[config.mk]
export PLATFORM = sky130hd
export DESIGN_NAME = uart_status_reporter
export DESIGN_NICKNAME = d
export VERILOG_FILES = /design/src/rtl/uart_status_reporter.sv
export SDC_FILE = /design/constraint.sdc
export NUM_CORES = 1
export LEC_CHECK = 0
export ABC_AREA = 1
export ABC_CLOCK_PERIOD_IN_PS = 3500
export CAP_MARGIN = 25
export CORE_MARGIN = 5
export CORE_UTILIZATION = 54
export CTS_BUF_LIST = sky130_fd_sc_hd__clkbuf_8
export DETAILED_ROUTE_END_ITERATION = 12
export DONT_BUFFER_PORTS = 1
export PLACE_DENSITY = 0.69
export SYNTH_ARGS = -nofsm -noshare
export SYNTH_HDL_FRONTEND = slang
export SYNTH_SLANG_ARGS = --single-unit
[constraint.sdc]
create_clock -name clk -period 3.5 [get_ports clk]
set_input_delay 0.35 -clock clk [delete_from_list [all_inputs] [get_ports clk]]
set_output_delay 0.35 -clock clk [all_outputs]
set_load 0.03 [all_outputs]
[src/rtl/uart_status_reporter.sv]
// Watches CHANNELS status values and emits one ASCII line per change ("LD: 0x12AB\r\n").
// Lines leave one byte at a time on a valid/ready interface feeding the UART transmitter.
module uart_status_reporter #(
  parameter int                    DATA_WIDTH  = 8,
  parameter int                    CHANNELS    = 2,
  parameter int                    VALUE_WIDTH = 16,
  parameter logic [16*CHANNELS-1:0] TAGS       = {"7S", "LD"},
  parameter bit                    APPEND_CRLF = 1'b1
) (
  input  logic                            clk,
  input  logic                            reset_n,
  input  logic                            ena,
  input  logic [CHANNELS*VALUE_WIDTH-1:0] ch_value,
  input  logic [CHANNELS-1:0]             force_report,
  input  logic                            tx_ready,
  output logic [DATA_WIDTH-1:0]           out_data,
  output logic                            out_valid,
  output logic                            busy,
  output logic [CHANNELS-1:0]             pending
);

  localparam int HEX_DIGITS = (VALUE_WIDTH + 3) / 4;
  localparam int HEX_W      = 4 * HEX_DIGITS;
  localparam int MSG_LEN    = 6 + HEX_DIGITS + (APPEND_CRLF ? 2 : 0);
  localparam int IDX_W      = $clog2(MSG_LEN);
  localparam int CH_W       = (CHANNELS > 1) ? $clog2(CHANNELS) : 1;

  typedef enum logic [1:0] {ST_IDLE, ST_LOAD, ST_SEND} state_e;

  state_e                          state_q, state_d;
  logic [CH_W-1:0]                 sel_q, sel_d;
  logic [CH_W-1:0]                 rr_ptr_q, rr_ptr_d;
  logic [HEX_W-1:0]                send_val_q, send_val_d;
  logic [IDX_W-1:0]                byte_idx_q, byte_idx_d;
  logic [CHANNELS*VALUE_WIDTH-1:0] shadow_q, shadow_d;
  logic [CHANNELS-1:0]             pending_q, pending_d;
  logic [DATA_WIDTH-1:0]           out_data_q, out_data_d;
  logic                            out_valid_q, out_valid_d;

  logic [CHANNELS-1:0] pend_set, pend_clr;
  logic [CH_W-1:0]     pick;
  logic                found;
  int                  cand;
  logic [HEX_W-1:0]    sel_shadow;

  function automatic logic [7:0] hex_ascii(input logic [3:0] n);
    return (n < 4'd10) ? (8'h30 + {4'h0, n}) : (8'h37 + {4'h0, n});
  endfunction

  // Byte idx of the line for channel ch carrying value val.
  function automatic logic [7:0] msg_byte(input int idx, input logic [CH_W-1:0] ch,
                                          input logic [HEX_W-1:0] val);
    logic [15:0] tag;
    logic [3:0]  nib;
    logic [7:0]  b;
    tag = 16'h0000;
    for (int i = 0; i < CHANNELS; i++)
      if (ch == CH_W'(i)) tag = TAGS[16*i +: 16];
    nib = 4'h0;
    b   = 8'h0A;
    if (idx == 0)      b = tag[15:8];
    else if (idx == 1) b = tag[7:0];
    else if (idx == 2) b = 8'h3A;
    else if (idx == 3) b = 8'h20;
    else if (idx == 4) b = 8'h30;
    else if (idx == 5) b = 8'h78;
    else if (idx < 6 + HEX_DIGITS) begin
      nib = 4'(val >> (4 * (5 + HEX_DIGITS - idx)));
      b   = hex_ascii(nib);
    end else if (idx == 6 + HEX_DIGITS) b = 8'h0D;
    return b;
  endfunction

  // NOTE: every variable gets a default before any branch, so no path leaves one
  // unassigned and no latch is inferred.
  always_comb begin
    pend_set   = force_report;
    shadow_d   = shadow_q;
    sel_shadow = '0;
    pick       = '0;
    found      = 1'b0;
    cand       = 0;
    for (int i = 0; i < CHANNELS; i++) begin
      if (ch_value[VALUE_WIDTH*i +: VALUE_WIDTH] != shadow_q[VALUE_WIDTH*i +: VALUE_WIDTH]) begin
        shadow_d[VALUE_WIDTH*i +: VALUE_WIDTH] = ch_value[VALUE_WIDTH*i +: VALUE_WIDTH];
        pend_set[i] = 1'b1;
      end
      if (sel_q == CH_W'(i)) sel_shadow = HEX_W'(shadow_q[VALUE_WIDTH*i +: VALUE_WIDTH]);
    end
    // First pending channel at or after rr_ptr, wrapping.
    for (int k = 0; k < CHANNELS; k++) begin
      cand = int'(rr_ptr_q) + k;
      if (cand >= CHANNELS) cand = cand - CHANNELS;
      if (!found && pending_q[cand]) begin
        found = 1'b1;
        pick  = CH_W'(cand);
      end
    end
  end

  always_comb begin
    state_d     = state_q;
    sel_d       = sel_q;
    rr_ptr_d    = rr_ptr_q;
    send_val_d  = send_val_q;
    byte_idx_d  = byte_idx_q;
    out_data_d  = out_data_q;
    out_valid_d = out_valid_q;
    pend_clr    = '0;
    unique case (state_q)
      ST_IDLE: begin
        if (found) begin
          state_d = ST_LOAD;
          sel_d   = pick;
        end
      end
      ST_LOAD: begin
        send_val_d = sel_shadow;
        byte_idx_d = '0;
        rr_ptr_d   = (int'(sel_q) == CHANNELS - 1) ? '0 : sel_q + CH_W'(1);
        for (int i = 0; i < CHANNELS; i++)
          if (sel_q == CH_W'(i)) pend_clr[i] = 1'b1;
        out_data_d  = DATA_WIDTH'(msg_byte(0, sel_q, sel_shadow));
        out_valid_d = 1'b1;
        state_d     = ST_SEND;
      end
      ST_SEND: begin
        if (tx_ready) begin
          if (int'(byte_idx_q) == MSG_LEN - 1) begin
            out_valid_d = 1'b0;
            state_d     = ST_IDLE;
          end else begin
            byte_idx_d = byte_idx_q + IDX_W'(1);
            out_data_d = DATA_WIDTH'(msg_byte(int'(byte_idx_q) + 1, sel_q, send_val_q));
          end
        end
      end
      default: state_d = ST_IDLE;
    endcase
    // A set in the same cycle as the LOAD clear wins, so that change gets its own line.
    pending_d = (pending_q & ~pend_clr) | pend_set;
  end

  // NOTE: state registers use non-blocking assignments so every register sees the
  // same pre-edge values; the reset is synchronous and only acts on a clock edge.
  always_ff @(posedge clk) begin
    if (!reset_n) begin
      state_q     <= ST_IDLE;
      sel_q       <= '0;
      rr_ptr_q    <= '0;
      send_val_q  <= '0;
      byte_idx_q  <= '0;
      shadow_q    <= '0;
      pending_q   <= '0;
      out_data_q  <= '0;
      out_valid_q <= 1'b0;
    end else if (ena) begin
      state_q     <= state_d;
      sel_q       <= sel_d;
      rr_ptr_q    <= rr_ptr_d;
      send_val_q  <= send_val_d;
      byte_idx_q  <= byte_idx_d;
      shadow_q    <= shadow_d;
      pending_q   <= pending_d;
      out_data_q  <= out_data_d;
      out_valid_q <= out_valid_d;
    end
  end

  assign out_data  = out_data_q;
  assign out_valid = out_valid_q;
  assign busy      = (state_q != ST_IDLE);
  assign pending   = pending_q;

endmodule

==> results of run 1 <==
worst paths after layout:
path | start | endpoint | slack (ps)
setup / recovery | byte_idx_q[1] | out_data[4] | 590
hold / removal | ch_value[19] | shadow_q[19] | 130
setup reg to reg | byte_idx_q[1] | out_data[4] | 590
hold reg to reg | state_q[0] | state_q[0] | 490
registers in the layout (all words and copies together) (netlist names):
register / flops
shadow_q: 32
send_val_q: 16
out_valid: 1
sel_q: 1
rr_ptr_q: 1
out_data: 7
pending: 2
state_q: 2
byte_idx_q: 4
power breakdown:
| group | switching [uW] | total (uW) | leakage [uW] | internal (uW) |
|---|---|---|---|---|
| registers | 59.9 | 860 | 0.000543 | 800 |
| clock network | 305 | 597 | 0.0000965 | 292 |
| logic | 190 | 298 | 0.000955 | 109 |
| total | 555 | 1750 | 0.00159 | 1200 |
through the flow:
| stage | setup slack, ps | total power [uW] | instance area (sq um) | hold WS (ps) | std cells |
|---|---|---|---|---|---|
| 3_5_place_dp | 627 | 1170 | 3630 | 468 | 567 |
| 2_1_floorplan | 846 | 1110 | 3580 | 441 | 502 |
| 4_1_cts | 613 | 1760 | 3810 | 119 | 583 |
| 3_3_place_gp | 787 | 1160 | 3630 | 457 | 567 |
| 6_report | 588 | 1750 | 3810 | 131 | 583 |
| 5_1_grt | 312 | 1840 | 3810 | 120 | 583 |
cells in the final DEF (no fill, tap or decap), types with 2 or more instances in the layout:
cell type	n
a21oi_2	4
or2_1	3
xor2_1	3
buf_4	5
dfxtp_1	66
inv_2	10
clkbuf_8	11
nand3_2	3
nor3_1	4
xnor2_1	17
nand2_4	3
o21ai_1	6
or2_2	4
o21ai_0	48
a211oi_1	9
nand3_1	19
nand2_1	83
a21oi_1	32
clkinv_2	2
nor4_1	2
a31oi_1	11
ha_1	8
inv_1	37
nor2_1	81
o211ai_1	3
nand2_2	5
o2111ai_1	2
nor2_2	7
nand4_1	3
final cells by class:
type | count | area [sq um] | area share [%]
clock inverters | 5 | 30.0 | 0.789
inverters | 46 | 173 | 4.54
repair buffers | 5 | 37.5 | 0.986
clock buffers | 11 | 151 | 3.98
multi-input cells | 373 | 2000 | 52.5
well taps | 77 | 96.3 | 2.53
flip-flops and latches | 66 | 1320 | 34.7
per-layer routing:
layer  track usage (%)  vias to the layer above  wire [um]
met2              33.4                       92       3870
met5                 0                        -          0
met4              8.80                        0        200
met1              29.0                     1480       4190
li1                  -                     1654          -
met3              6.94                       18        612
logic make-up (layout without fill, tap and decap cells):
group	after synthesis	count (layout)
buffers and inverters	63	67
other	1	1
AOI/OAI and AO/OA	122	122
DFF	66	66
adders and majority gates	8	8
and+or+nand+nor	222	222
xor gates and xnor gates	20	20
==> qor.txt, run 1 <==
run status - completed
number of fillers in the final layout - 621
postcts setup bufs - 0
CP Cell Sequence - inv_1 > ha_1 > inv_1 > ha_1 > inv_1 > nor2_1 > nand3_1 > nand2_4 > nand3_4 > nor2_1 > inv_1 > ha_1 > o21ai_2 > nand3_2 > nand2_1 > nand2_1 > nand2_1 > nand2_1 > nand2_1 > a21oi_1
Site Rows - 29
GRT overflow - 0
final core utilization - 59.6%
final WL - 8.87 mm
syn_nets - 548
share of cells above drive strength 1 - 12.5%
clock sink count - 66
Worst VDD drop - 303 uV
combinational family with the most area after synthesis - simple AND/OR/NAND/NOR gates
DR vias - 3,244
Yosys reg bits - 66
Layout Area Growth over Synthesis - 6.47%
vias in the first global route - 3,133
Max Slew Vio Count - 0
DRC viols - 0
Mapped Area - 3580 sq um
post-synthesis mux area share - 0%
CTS tree - built
Hold WC Path Type - input port to flop
ys async rst share - 0%
Setup Total Neg Slack - 0 ps
top-level I/O count - 50
diode count - 0
total track usage - 22.0%
core area - 6390 sq um
Post-synth EDFFs - 0
critical path type - flop to flop
Max-Cap Viols - 0
Synth top area share - 36.9%
RSZ-0062 raised after global routing - false
Worst-Margin Slew - 762 ps
Layout Skew - 8.20 ps
Synth Area in Adders - 2.80%
compound-cell area share of the yosys netlist - 20.1%
xor and xnor area share after synthesis - 4.90%
Die W - 91.4 um
H-tree Lvls - 3
CP max-delay cell - dfxtp_1
TritonCTS buffer count - 9
Post-Syn Area per Cell - 7.12 sq um
Reg clk slew, reported paths - 80 ps
worst skew pair latency - 350 ps
largest net degree at the start of global routing - 45
worst-path maximum fanout - 9
Clock Tree Buf Depth - 2
Leak - 0.00159 uW
Via density - 5.56
DIE AREA - 8350 sq um
Seq/Total Area, Yosys - 36.9%
maximum clock rate - 343 MHz
fin nets - 547
Initial Utilization - 56.0%
crit end category - flop
Critical Path RT - 3720 ps
hold path depth - 2
commonest cells in the synthesized netlist - nand2_1 (83), nor2_1 (81), dfxtp_1 (66)
Power Dens Cells - 461 nW/um^2
Yosys cell types - 45
top_reg_cell synth - dfxtp_1
first-pass GRT wire length - 14.9 mm
YS warnings - 0
initial drt markers - 287
Post-Synth Simple-Gate Area - 28.0%
Critical Path Stages - 20
Final Hold Viols - 0
antenna viol nets, final - 0
drt pass-1 iters - 4
largest area contributor in the netlist - dfxtp_1
Final Cycle Share - 83.2%
crit path DAT - 3130 ps
Rel. slew slack - 49.1%
Synth Instances - 502
GPL Wtd Cong - 0.862
port buffer count - 0
top-count cell post-synth - nand2_1
post_cts resized - 0
most frequent CP cell - nand2_1
Buf/Inv on CP - 4
initial antenna violation count - 0
Register-to-Register Path Depth - 20
Final Setup Violations - 0
HPWL Detailed - 6.55 mm
root buf cell - clkbuf_8
min Tclk post-route - 2910 ps
die height - 91.4 um
Critical Path Max Stage Delay - 450 ps
startpoint class of the critical path - flop
CP delay by family, top - simple AND/OR/NAND/NOR gates
wire per inst - 15.2 um
Area contributors post-synth - dfxtp_1 (37%), nand2_1 (8.7%), nor2_1 (8.5%), o21ai_0 (6.7%), a21oi_1 (4.5%)
hold_buf cts - 0
(Power assumes the default switching activity.)
==> inputs of run 2 (changes only) <==
--- a/config.mk
+++ b/config.mk
@@ -6,7 +6,7 @@
 export NUM_CORES = 1
 export LEC_CHECK = 0
 export ABC_AREA = 1
-export ABC_CLOCK_PERIOD_IN_PS = 3500
+export ABC_CLOCK_PERIOD_IN_PS = 2700
 export CAP_MARGIN = 25
 export CORE_MARGIN = 5
 export CORE_UTILIZATION = 54
==> constraint.sdc (replaced) <==
create_clock -name clk -period 2.7 [get_ports clk]
set_input_delay 0.27 -clock clk [delete_from_list [all_inputs] [get_ports clk]]
set_output_delay 0.27 -clock clk [all_outputs]
set_load 0.03 [all_outputs]
==> qor.txt, run 2 (synthesis gave the netlist of run 1 again) <==
largest register by flop count - shadow_q
startpoint class of the critical path - flop
TritonCTS buffer count - 9 (unchanged)
CTS tree - built
hold_buf cts - 0 (unchanged)
Reg clk slew, reported paths - 70 ps (about the same)
die height - 91.4 um (unchanged)
antenna viol nets, final - 0 (unchanged)
Critical Path RT - 2980 ps (-740 ps)
GRT overflow - 0 (unchanged)
critical path type - flop to flop
Final Cycle Share - 91.6% (+8.4 points)
initial drt markers - 308 (+7.3%)
Max Slew Vio Count - 0 (unchanged)
Max-Cap Viols - 0 (unchanged)
clock sink count - 66 (unchanged)
largest net degree at the start of global routing - 45 (unchanged)
run status - completed
Layout Skew - 8.23 ps (+0.0226 ps)
top-level I/O count - 50 (unchanged)
H-tree Lvls - 3 (unchanged)
Critical Path Start - byte_idx_q[0]
Final Setup Violations - 0 (unchanged)
crit end category - flop
max reg flops - 32 (unchanged)
Worst-Margin Slew - 785 ps (+22.8 ps)
Via density - 5.59 (+0.43%)
Register-to-Register Path Depth - 20 (unchanged)
CP delay by family, top - simple AND/OR/NAND/NOR gates
final core utilization - 61.8% (+2.2 points)
Site Rows - 29 (unchanged)
Critical Path Max Stage Delay - 390 ps (-60 ps)
vias in the first global route - 3,036 (-3.1%)
crit path DAT - 2750 ps (-380 ps)
wire per inst - 15.1 um (-0.82%)
Rel. slew slack - 47.6% (-1.5 points)
post-route cell area - 3950 sq um (+3.6%)
placed inst area - 3660 sq um (+0.83%)
final hold slack - 59.3 ps (-71.2 ps)
final WL - 8.90 mm (+0.37%)
Power Dens Cells - 625 nW/um^2 (+36%)
Worst VDD drop - 403 uV (+33%)
total track usage - 21.3% (-0.74 points)
DR vias - 3,297 (+1.6%)
CP Cell Sequence - ha_4 > inv_1 > nand2_1 > nand2_2 > inv_2 > ha_2 > inv_1 > nor2_1 > nand3_1 > nand2_4 > nand3_4 > nor2_4 > inv_1 > ha_2 > nand3b_1 > nand3_1 > nand2_1 > nand2_1 > nand2_1 > a21oi_2
Buf/Inv on CP - 4 (unchanged)
port buffer count - 0 (unchanged)
worst skew pair latency - 340 ps (about the same)
hold path depth - 2 (unchanged)
DRC viols - 0 (unchanged)
core area - 6390 sq um (unchanged)
drt pass-1 iters - 6 (+2)
placed cell count - 571 (+0.71%)
fin nets - 555 (+1.5%)
most common cell after layout, fill and taps aside - nand2_1
Initial Utilization - 56.0% (unchanged)
GPL Wtd Cong - 0.970 (+13%)
most frequent cells in the layout - nand2_1 (83), nor2_1 (80), dfxtp_1 (64)
diode count - 0 (unchanged)
root buf cell - clkbuf_8
min Tclk post-route - 2470 ps (-440 ps)
Hold Path Origin - ch_value[1]
DIE AREA - 8350 sq um (unchanged)
maximum clock rate - 404 MHz (+18%)
Die W - 91.4 um (unchanged)
first-pass GRT wire length - 14.5 mm (-2.4%)
Layout Area Growth over Synthesis - 10.4%
initial antenna violation count - 0 (unchanged)
Critical Path Stages - 20 (unchanged)
Leak - 0.00165 uW (+3.6%)
Hold WC Path Type - input port to flop
RR Startpoint - byte_idx_q[0]
worst-path maximum fanout - 5 (-4)
Clock Tree Buf Depth - 2 (unchanged)
most frequent CP cell - nand2_1
CP max-delay cell - dfxtp_4
Final Hold Viols - 0 (unchanged)
HPWL Detailed - 6.47 mm (-1.3%)
share of cells above drive strength 1 - 15.2% (+2.8 points)
Layout Cells excl Fill - 590 (+1.2%)
## run 2: changes by cell type in the layout (fill, tap and decap cells not counted), sizes merged
cell / previous run / this run
buf: 5 / 13
bufinv: 0 / 2
clkinv: 3 / 0
clkinvlp: 1 / 0
inv: 47 / 48
## run 2: layout make-up
cell class | count | area (sq um)
fill | 599 | 2440
multi-input combinational | 373 | 2030
sequential | 66 | 1330
inverter | 46 | 173
clock buffer | 11 | 151
timing repair buffer | 13 | 97.6
tap | 77 | 96.3
clock inverter | 4 | 67.6
## run 2: timing repair
action | CTS | global route
gates cloned | 0 | 0
setup buffers | 0 | 4
endpoints found under the setup margin | 2 | 6
pin swaps | 0 | 2
gates resized for setup | 1 | 12
## run 2: worst paths after layout
path,slack [ps],endpoint
setup / recovery,230,out_data[1]
hold reg to reg,470,rr_ptr_q
setup reg to reg,230,out_data[1]
hold / removal,60,shadow_q[1]
## run 2: stage by stage
step	setup slack (ps)	power, uW	TNS (ps)
after floorplan	46.3	1440	0
after global placement	154	1520	0
after detailed placement	23.5	1530	0
after CTS	9.93	2460	0
after global routing	-40.6	2580	-83.9
final	228	2470	0
## run 2: layer usage
metal  up-vias  GRT usage, %  share of wire, %
met5         -             0                 0
met4         0          8.07               2.1
met3        20          5.45               5.9
met2        85          31.3                44
met1      1516          29.7                48
li1       1676             -                 -
## run 2: where the power goes
group	switching [uW]	internal, uW
sequential	79.9	1040
combinational	257	158
clock	377	559
## run 2: worst reg2reg max path, stage by stage, from the launching register on
cell,delay (ps)
dfxtp_4,390
ha_4,160
inv_1,40
nand2_1,90
nand2_2,90
inv_2,80
ha_2,180
inv_1,50
nor2_1,90
nand3_1,120
nand2_4,100
nand3_4,110
nor2_4,130
inv_1,50
ha_2,250
nand3b_1,150
nand3_1,70
nand2_1,50
nand2_1,50
nand2_1,60
a21oi_2,110
==> inputs of run 3 (changes only) <==
--- a/config.mk
+++ b/config.mk
@@ -8,7 +8,6 @@
 export ABC_AREA = 1
 export ABC_CLOCK_PERIOD_IN_PS = 2700
 export CAP_MARGIN = 25
-export CORE_MARGIN = 5
 export CORE_UTILIZATION = 54
 export CTS_BUF_LIST = sky130_fd_sc_hd__clkbuf_8
 export DETAILED_ROUTE_END_ITERATION = 12
==> qor.txt, run 3 (synthesis gave the netlist of run 1 again) <==
worst skew pair latency - 350 ps (about the same)
Via density - 5.56 (-0.59%)
crit end category - flop
critical path type - flop to flop
die height - 83.4 um (-8.8%)
DR vias - 3,272 (-0.76%)
drt pass-1 iters - 5 (-1)
CP max-delay cell - dfxtp_4
HPWL Detailed - 6.30 mm (-2.6%)
H-tree Lvls - 3 (unchanged)
Max Slew Vio Count - 0 (unchanged)
Layout Area Growth over Synthesis - 9.87%
layer with the highest usage - met2
GPL Wtd Cong - 0.937 (-3.5%)
total track usage - 25.9% (+4.6 points)
port buffer count - 0 (unchanged)
initial antenna violation count - 0 (unchanged)
Max-Cap Viols - 0 (unchanged)
vias in the first global route - 3,094 (+1.9%)
DIE AREA - 6950 sq um (-17%)
GRT overflow - 0 (unchanged)
Site Rows - 29 (unchanged)
top-level I/O count - 50 (unchanged)
run status - completed
switch share - 30.3% (+1.4 points)
DRC viols - 0 (unchanged)
Critical Path Max Stage Delay - 370 ps (-20 ps)
Logic pwr share - 16.9% (about the same)
Final Hold Viols - 0 (unchanged)
CTS tree - built
most common cell after layout, fill and taps aside - nand2_1
hold_buf cts - 0 (unchanged)
largest net degree at the start of global routing - 45 (unchanged)
Register-to-Register Path Depth - 20 (unchanged)
most frequent CP cell - nand2_1
antenna viol nets, final - 0 (unchanged)
diode count - 0 (unchanged)
switching pwr - 746 uW (+4.5%)
Critical Path RT - 2920 ps (-60 ps)
Rel. slew slack - 49.5% (+1.9 points)
clock sink count - 66 (unchanged)
M1 GR Usage - 35.3% (+5.5 points)
Final Cycle Share - 92.0% (+0.44 points)
initial drt markers - 197 (-36%)
final worst slack - 216 ps (-11.9 ps)
final WL - 8.59 mm (-3.6%)
Initial Utilization - 56.0% (unchanged)
share of cells above drive strength 1 - 14.8% (-0.36 points)
GRT met2 Usage - 39.5% (+8.2 points)
CP Cell Sequence - inv_1 > ha_1 > inv_2 > ha_2 > inv_1 > nor2_1 > nand3_1 > nand2_4 > inv_2 > nor2_4 > nand3_2 > ha_1 > o21ai_2 > nand3_2 > nand2_1 > nand2_1 > nand2_1 > nand2_1 > nand2_1 > a21oi_1
Power Dens Cells - 626 nW/um^2 (+0.13%)
TritonCTS buffer count - 9 (unchanged)
root buf cell - clkbuf_8
Hold WC Path Type - input port to flop
Worst VDD drop - 484 uV (+20%)
startpoint class of the critical path - flop
Reg clk slew, reported paths - 80 ps (about the same)
Setup Total Neg Slack - 0 ps (unchanged)
core area - 6390 sq um (unchanged)
crit path DAT - 2700 ps (-50 ps)
met3 usage - 4.87% (-0.58 points)
Final Setup Violations - 0 (unchanged)
Clock Tree Buf Depth - 2 (unchanged)
clock network fraction of design power - 37.8% (about the same)
most frequent cells in the layout - nand2_1 (83), nor2_1 (80), dfxtp_1 (64)
Place WS - 18.9 ps (-4.58 ps)
placed inst area - 3660 sq um (unchanged)
Internal - 1710 uW (-2.3%)
max reg flops - 32 (unchanged)
hold path depth - 2 (unchanged)
Layout Skew - 10.2 ps (+1.95 ps)
worst-path maximum fanout - 4 (-1)
maximum clock rate - 403 MHz (-0.48%)
largest register by flop count - shadow_q
min Tclk post-route - 2480 ps (+11.9 ps)
post-route cell area - 3930 sq um (-0.44%)
Die W - 83.4 um (-8.8%)
first-pass GRT wire length - 14.4 mm (-0.81%)
Leak - 0.00164 uW (-0.86%)
wire per inst - 14.6 um (-3.4%)
sequential power share - 45.3% (about the same)
fin nets - 553 (-0.36%)
Worst-Margin Slew - 757 ps (-27.7 ps)
==> run 3: per-layer routing <==
layer,wire length (um),part of all wire (%)
met5,0,0
met4,192,2.2
met3,434,5.1
met2,3860,45
met1,4100,48
==> run 3: final cells by class <==
type | instances | area (sq um)
fillers | 597 | 2460
multi-input cells | 373 | 2030
flip-flops and latches | 66 | 1330
inverters | 46 | 173
clock buffers | 9 | 124
well taps | 77 | 96.3
clock inverters | 7 | 93.8
repair buffers | 11 | 82.6
==> run 3: metrics by stage <==
stage / instances / util, % / total power (uW) / hold WS, ps
finish: 589 / 61.5 / 2460 / 55.9
global route: 589 / 61.5 / 2580 / 45.9
CTS: 587 / 60.7 / 2450 / 44.4
detailed placement: 571 / 57.2 / 1530 / 412
global placement: 571 / 57.2 / 1520 / 406
floorplan: 502 / - / 1440 / 405
==> run 3: repair_timing <==
item / 4_1_cts / 5_1_grt
gates resized for setup: 1 / 11
pin swaps: 0 / 1
endpoints found under the setup margin: 1 / 4
buffers inserted: 0 / 2
==> run 3: final timing paths <==
path | startpoint | end | slack (ps)
worst max-delay path | byte_idx_q[1] | out_data[4] | 220
worst min-delay path | reset_n | shadow_q[11] | 60
worst max register to register | byte_idx_q[1] | out_data[4] | 220
worst min register to register | state_q[0] | state_q[0] | 480
==> run 3: worst max-delay path: cells and delay by family, from the launching register on <==
kind                       cells  cell delay [ps]
AOI/OAI and AO/OA              2              140
adders and majority gates      3              710
buffers and inverters          4              250
DFF                            1              370
and+or+nand+nor               11              880
==> run 3: power by group through the flow <==
stage	combinational (uW)	sequential, uW	clock [uW]
floorplan	325	1120	0
global placement	386	1130	0
detailed placement	392	1140	0
CTS	395	1110	943
global route	472	1120	988
finish	415	1110	931
==> edit 1 (config.mk and constraints of run 2) <==
Change the parameter `VALUE_WIDTH` from 16 to 64.
--- a/src/rtl/uart_status_reporter.sv
+++ b/src/rtl/uart_status_reporter.sv
@@ -3,7 +3,7 @@
 module uart_status_reporter #(
   parameter int                    DATA_WIDTH  = 8,
   parameter int                    CHANNELS    = 2,
-  parameter int                    VALUE_WIDTH = 16,
+  parameter int                    VALUE_WIDTH = 64,
   parameter logic [16*CHANNELS-1:0] TAGS       = {"7S", "LD"},
   parameter bit                    APPEND_CRLF = 1'b1
 ) (
Interface: changed (resized ch_value); port bits go from 50 to 146. The function was not compared with the original's and may differ.
==> edit 1 against run 2 <==
Sequential cell count up 145. Area after synthesis grew to 3.0 times the old value. Power rose to 3.1 times the old value. Final area grew to 3.4 times the old value. Critical path depth decreased by 11. Via count rose to 3.4 times the old value. Routed wire length grew to 4.2 times the old value. Sequential power rose to 3.1 times the old value. Worst setup slack got worse by 150 ps. Largest power group unchanged. Highest routed layer unchanged.
==> edit 1: results (changes against run 2) <==
metric	value	unit	change
antenna fix cells	0		unchanged
setup bufs post-CTS	0		unchanged
total CTS buffers	38		+29
sequential-to-total area share from yosys stat	39.6	%	+2.7 points
H-Tree Depth	2		-1
drt initial violations	1165		+280%
Setup crit end	shadow_q[105]$_SDFFE_PN0P_		
DR DRC count	0		unchanged
largest net degree at the start of global routing	100		+120%
clock slew at reported path FFs	60	ps	
number of nets in the layout	1762		+220%
largest stage delay on the critical path	560	ps	+170 ps
async set or reset register ratio after synthesis	0	%	unchanged
status	finished, final reports clean		
CTS Root Cell	clkbuf_8		
GRT met3 Usage	5.42	%	-0.036 points
initial antenna violation count	0		unchanged
met2 Use GR	53.8	%	+23 points
vias in the first global route	10700		+250%
Routed WL	37200	um	+320%
Slowest cell on crit path	dlygate4sd3_1		
Placed Instances	1694		+200%
RR Startpoint	shadow_q[122]$_SDFFE_PN0P_		
Pre-antenna DRT Iters	5		-1
hpwl dp	24000	um	+270%
synth top area cells	dfxtp_1 (40%), nand2_1 (15%), nand3_1 (8.1%)		
dpl cell area	0.0108	mm2	+200%
worst setup path start	shadow_q[122]$_SDFFE_PN0P_		
Worst R2R Path Depth	9		-55%
vias	11100		+240%
clk_lat worst skew	540	ps	+200 ps
layout cells sized above 1	8.44	%	-6.8 points
yosys warns	0		unchanged
syn_nets	1637		+200%
Clock Tree Buf Depth	3		+1
first-pass GRT wire length	57100	um	+290%
pins over their slew limit	0		unchanged
via/cell ratio	5.79		+3.7%
Avg Cell Area, Syn	7.12	um2	about the same
GRT Resource Usage Total	32.1	%	+11 points
CP max FO	51		+46
I/O Buffers	0		unchanged
top cells by count, synth	nand2_1 (413), dfxtp_1 (211), nand3_1 (173)		
library cells used by synthesis	46		+2.2%
R2R setup slack	80	ps	-150 ps
Hold Path Class	in2reg		
slew margin rel.	27.4	%	-20 points
max reg flops	128		+300%
routability congestion estimate	0.955		-1.6%
grt met1 use	39.0	%	+9.2 points
Arr. time, crit path	3020	ps	+270 ps
maximum vdd drop	0.662	mV	+65%
Leak Pwr	0.00510	uW	+210%
skew final	20.8	ps	+12.5 ps
most flop-heavy register	shadow_q		
## edit 1: changes by cell type after synthesis, moves of 53 or more
cell / delta
a21oi_1: +126
clkbuf_1: +53
dfxtp_1: +145
nand2_1: +330
nand3_1: +154
xor2_1: +56
## edit 1: worst min path at each step
stage                            from                          to  depth (start not counted)
final                             ena      out_valid$_SDFFE_PN0P_                          3
after global routing          reset_n  shadow_q[105]$_SDFFE_PN0P_                          2
after CTS                         ena      out_valid$_SDFFE_PN0P_                          3
after detailed placement      reset_n  shadow_q[123]$_SDFFE_PN0P_                          2
after floorplan           ch_value[0]    shadow_q[0]$_SDFFE_PN0P_                          2
after global placement        reset_n  shadow_q[102]$_SDFFE_PN0P_                          2
## edit 1: report_power, final
group	internal [uW]	leakage [uW]	switching (uW)
logic	497	0.00294	601
registers	3270	0.00173	153
clock network	1660	0.000426	1360
total	5420	0.00510	2110
## edit 1: layer usage
layer	routed length, um	part of all wire (%)
met1	14400	39
met2	18200	49
met4	2140	5.7
met5	0	0
met3	2470	6.6
## edit 1: area by class of cell
cell class | count | area (um2)
Fill cell | 1611 | 6220
Multi-Input combinational cell | 1122 | 5800
Sequential cell | 211 | 4230
Timing Repair Buffer | 181 | 1860
Clock buffer | 50 | 688
Tap cell | 265 | 332
Inverter | 68 | 260
Clock inverter | 15 | 75.1
## edit 1: worst max-delay path: cells and delay by family, from the launching register on
family | cells | cell delay [ps]
compound gates | 1 | 60
xor+xnor | 1 | 130
buf+inv | 2 | 870
flops | 1 | 470
simple gates | 5 | 950
## edit 1: per-stage QoR
| step | hold WS (ps) | setup slack, ps |
|---|---|---|
| after floorplan | 435 | 28.3 |
| after global placement | 418 | 171 |
| after detailed placement | 423 | 129 |
| after CTS | 64.1 | 72.4 |
| after global routing | 103 | -16.7 |
| final | 75.0 | 80.7 |
## edit 1: logic make-up after synthesis
family                     count (synthesis)  synth area share [%]
and+or+nand+nor                          727                  29.8
AOI/OAI and AO/OA                        292                  15.3
adders and majority gates                  6                 0.705
buffers and inverters                    164                  6.64
DFF                                      211                  39.6
xor gates and xnor gates                  96                  7.89
other                                      1                0.0352
## edit 1: what timing repair did
item,in CTS,in global routing
gates resized for setup,0,15
hold buffers,152,0
endpoints found under the setup margin,0,27
hold endpoints to repair,146,0
==> edit 2 (flow settings as in run 2) <==
Without the edit above. The 3 states of `state_e` get a one-hot encoding in 3 bits.
--- a/src/rtl/uart_status_reporter.sv
+++ b/src/rtl/uart_status_reporter.sv
@@ -25,7 +25,7 @@
   localparam int IDX_W      = $clog2(MSG_LEN);
   localparam int CH_W       = (CHANNELS > 1) ? $clog2(CHANNELS) : 1;
 
-  typedef enum logic [1:0] {ST_IDLE, ST_LOAD, ST_SEND} state_e;
+  typedef enum logic [2:0] {ST_IDLE = 3'b001, ST_LOAD = 3'b010, ST_SEND = 3'b100} state_e;
 
   state_e                          state_q, state_d;
   logic [CH_W-1:0]                 sel_q, sel_d;
Formal check against the unedited RTL: same outputs for any inputs over 4 cycles, from zero or initial values and one cycle with reset_n low; so few cycles prove little.
==> edit 2 against run 2 <==
Die area is 0.25% higher. Area after synthesis rose by 0.28%. Power is 13% lower. Sequential cell count rose by 1. Routed wire length shrank 1.4%. Sequential share of layout area up 1.3 points. Final area down 2.5%. Worst setup slack improved by 120 ps.
==> edit 2: results (changes against run 2) <==
metric	value	unit	change
hpwl dp	6630	um	+2.5%
skew final	9.03	ps	+0.802 ps
first-pass GRT wire length	14200	um	-1.8%
grt met1 use	25.8	%	-3.9 points
layout cells sized above 1	10.7	%	-4.5 points
routability congestion estimate	0.939		-3.3%
register area	0.00135	mm2	+1.3%
Arr. time, crit path	2530	ps	-220 ps
status	finished, final reports clean		
sequential-to-total area share from yosys stat	37.4	%	+0.46 points
Pre-antenna DRT Iters	5		-1
fillcell total	631		+5.3%
dpl cell area	0.00364	mm2	-0.51%
slew margin rel.	35.5	%	-12 points
Placed Instances	586		+2.6%
Post-Place Setup Slack	158	ps	+135 ps
clock slew at reported path FFs	80	ps	
met2 Use GR	34.5	%	+3.2 points
CP max FO	8		+3
GRT met3 Usage	6.20	%	+0.74 points
library cells used by synthesis	38		-16%
Leak Pwr	0.00156	uW	-5.4%
maximum vdd drop	0.419	mV	+4.2%
GRT Resource Usage Total	20.9	%	-0.36 points
antenna fix cells	0		unchanged
drt initial violations	223		-28%
Routed WL	8780	um	-1.4%
post-synth top area share	37.4	%	+0.46 points
via/cell ratio	5.48		-1.9%
wire per inst	14.6	um	-3.4%
Avg Cell Area, Syn	6.91	um2	-3.0%
number of nets in the layout	567		+2.2%
synth top area cells	dfxtp_1 (37%), nand2_1 (11%), nor2_1 (7.0%)		
largest net degree at the start of global routing	40		-11%
vias in the first global route	3104		+2.2%
## edit 2: final cells by class
class	instances	share of cell area, %
clock buffer	9	3.22
clock inverter	6	1.72
inverter	50	4.88
multi-input combinational	383	50.7
sequential	67	35.0
tap	77	2.50
timing repair buffer	10	1.95
## edit 2: logic make-up (layout without fill, tap and decap cells)
kind of cell | count (synthesis) | in the layout | synth area share (%)
adder cells (fa/ha/maj) | 8 | 8 | 2.79
buffers and inverters | 69 | 75 | 8.37
XOR/XNOR | 17 | 17 | 4.15
other | 1 | 1 | 0.105
AO/OA/AOI/OAI | 117 | 117 | 18.2
flip-flops | 67 | 67 | 37.4
AND/OR/NAND/NOR | 240 | 240 | 29.0
## edit 2: power by group
part | total, uW | switching, uW | internal, uW
registers | 1090 | 52.7 | 1040
clock network | 816 | 393 | 423
logic | 248 | 154 | 94.0
## edit 2: repair_timing
item | in CTS | in global routing
resized for setup | 0 | 9
endpoints found under the setup margin | 0 | 7
buffers inserted | 0 | 1
hold buffers | 0 | 0
## edit 2: final timing paths
kind | from | to | slack, ps | cells after the start
max | byte_idx_q[0]$_SDFFE_PN0P_ | out_data[1]$_SDFFE_PN0P_ | 350 | 19
min reg2reg | state_q[1]$_SDFFE_PN0P_ | state_q[1]$_SDFFE_PN0P_ | 480 | 2
min | reset_n | shadow_q[9]$_SDFFE_PN0P_ | 80 | 2
max reg2reg | byte_idx_q[0]$_SDFFE_PN0P_ | out_data[1]$_SDFFE_PN0P_ | 350 | 19
## edit 2: routing by layer
layer / up-vias / wire length (um)
li1: 1709 / -
met1: 1489 / 3860
met2: 89 / 4110
met3: 12 / 639
met4: 0 / 172
met5: - / 0
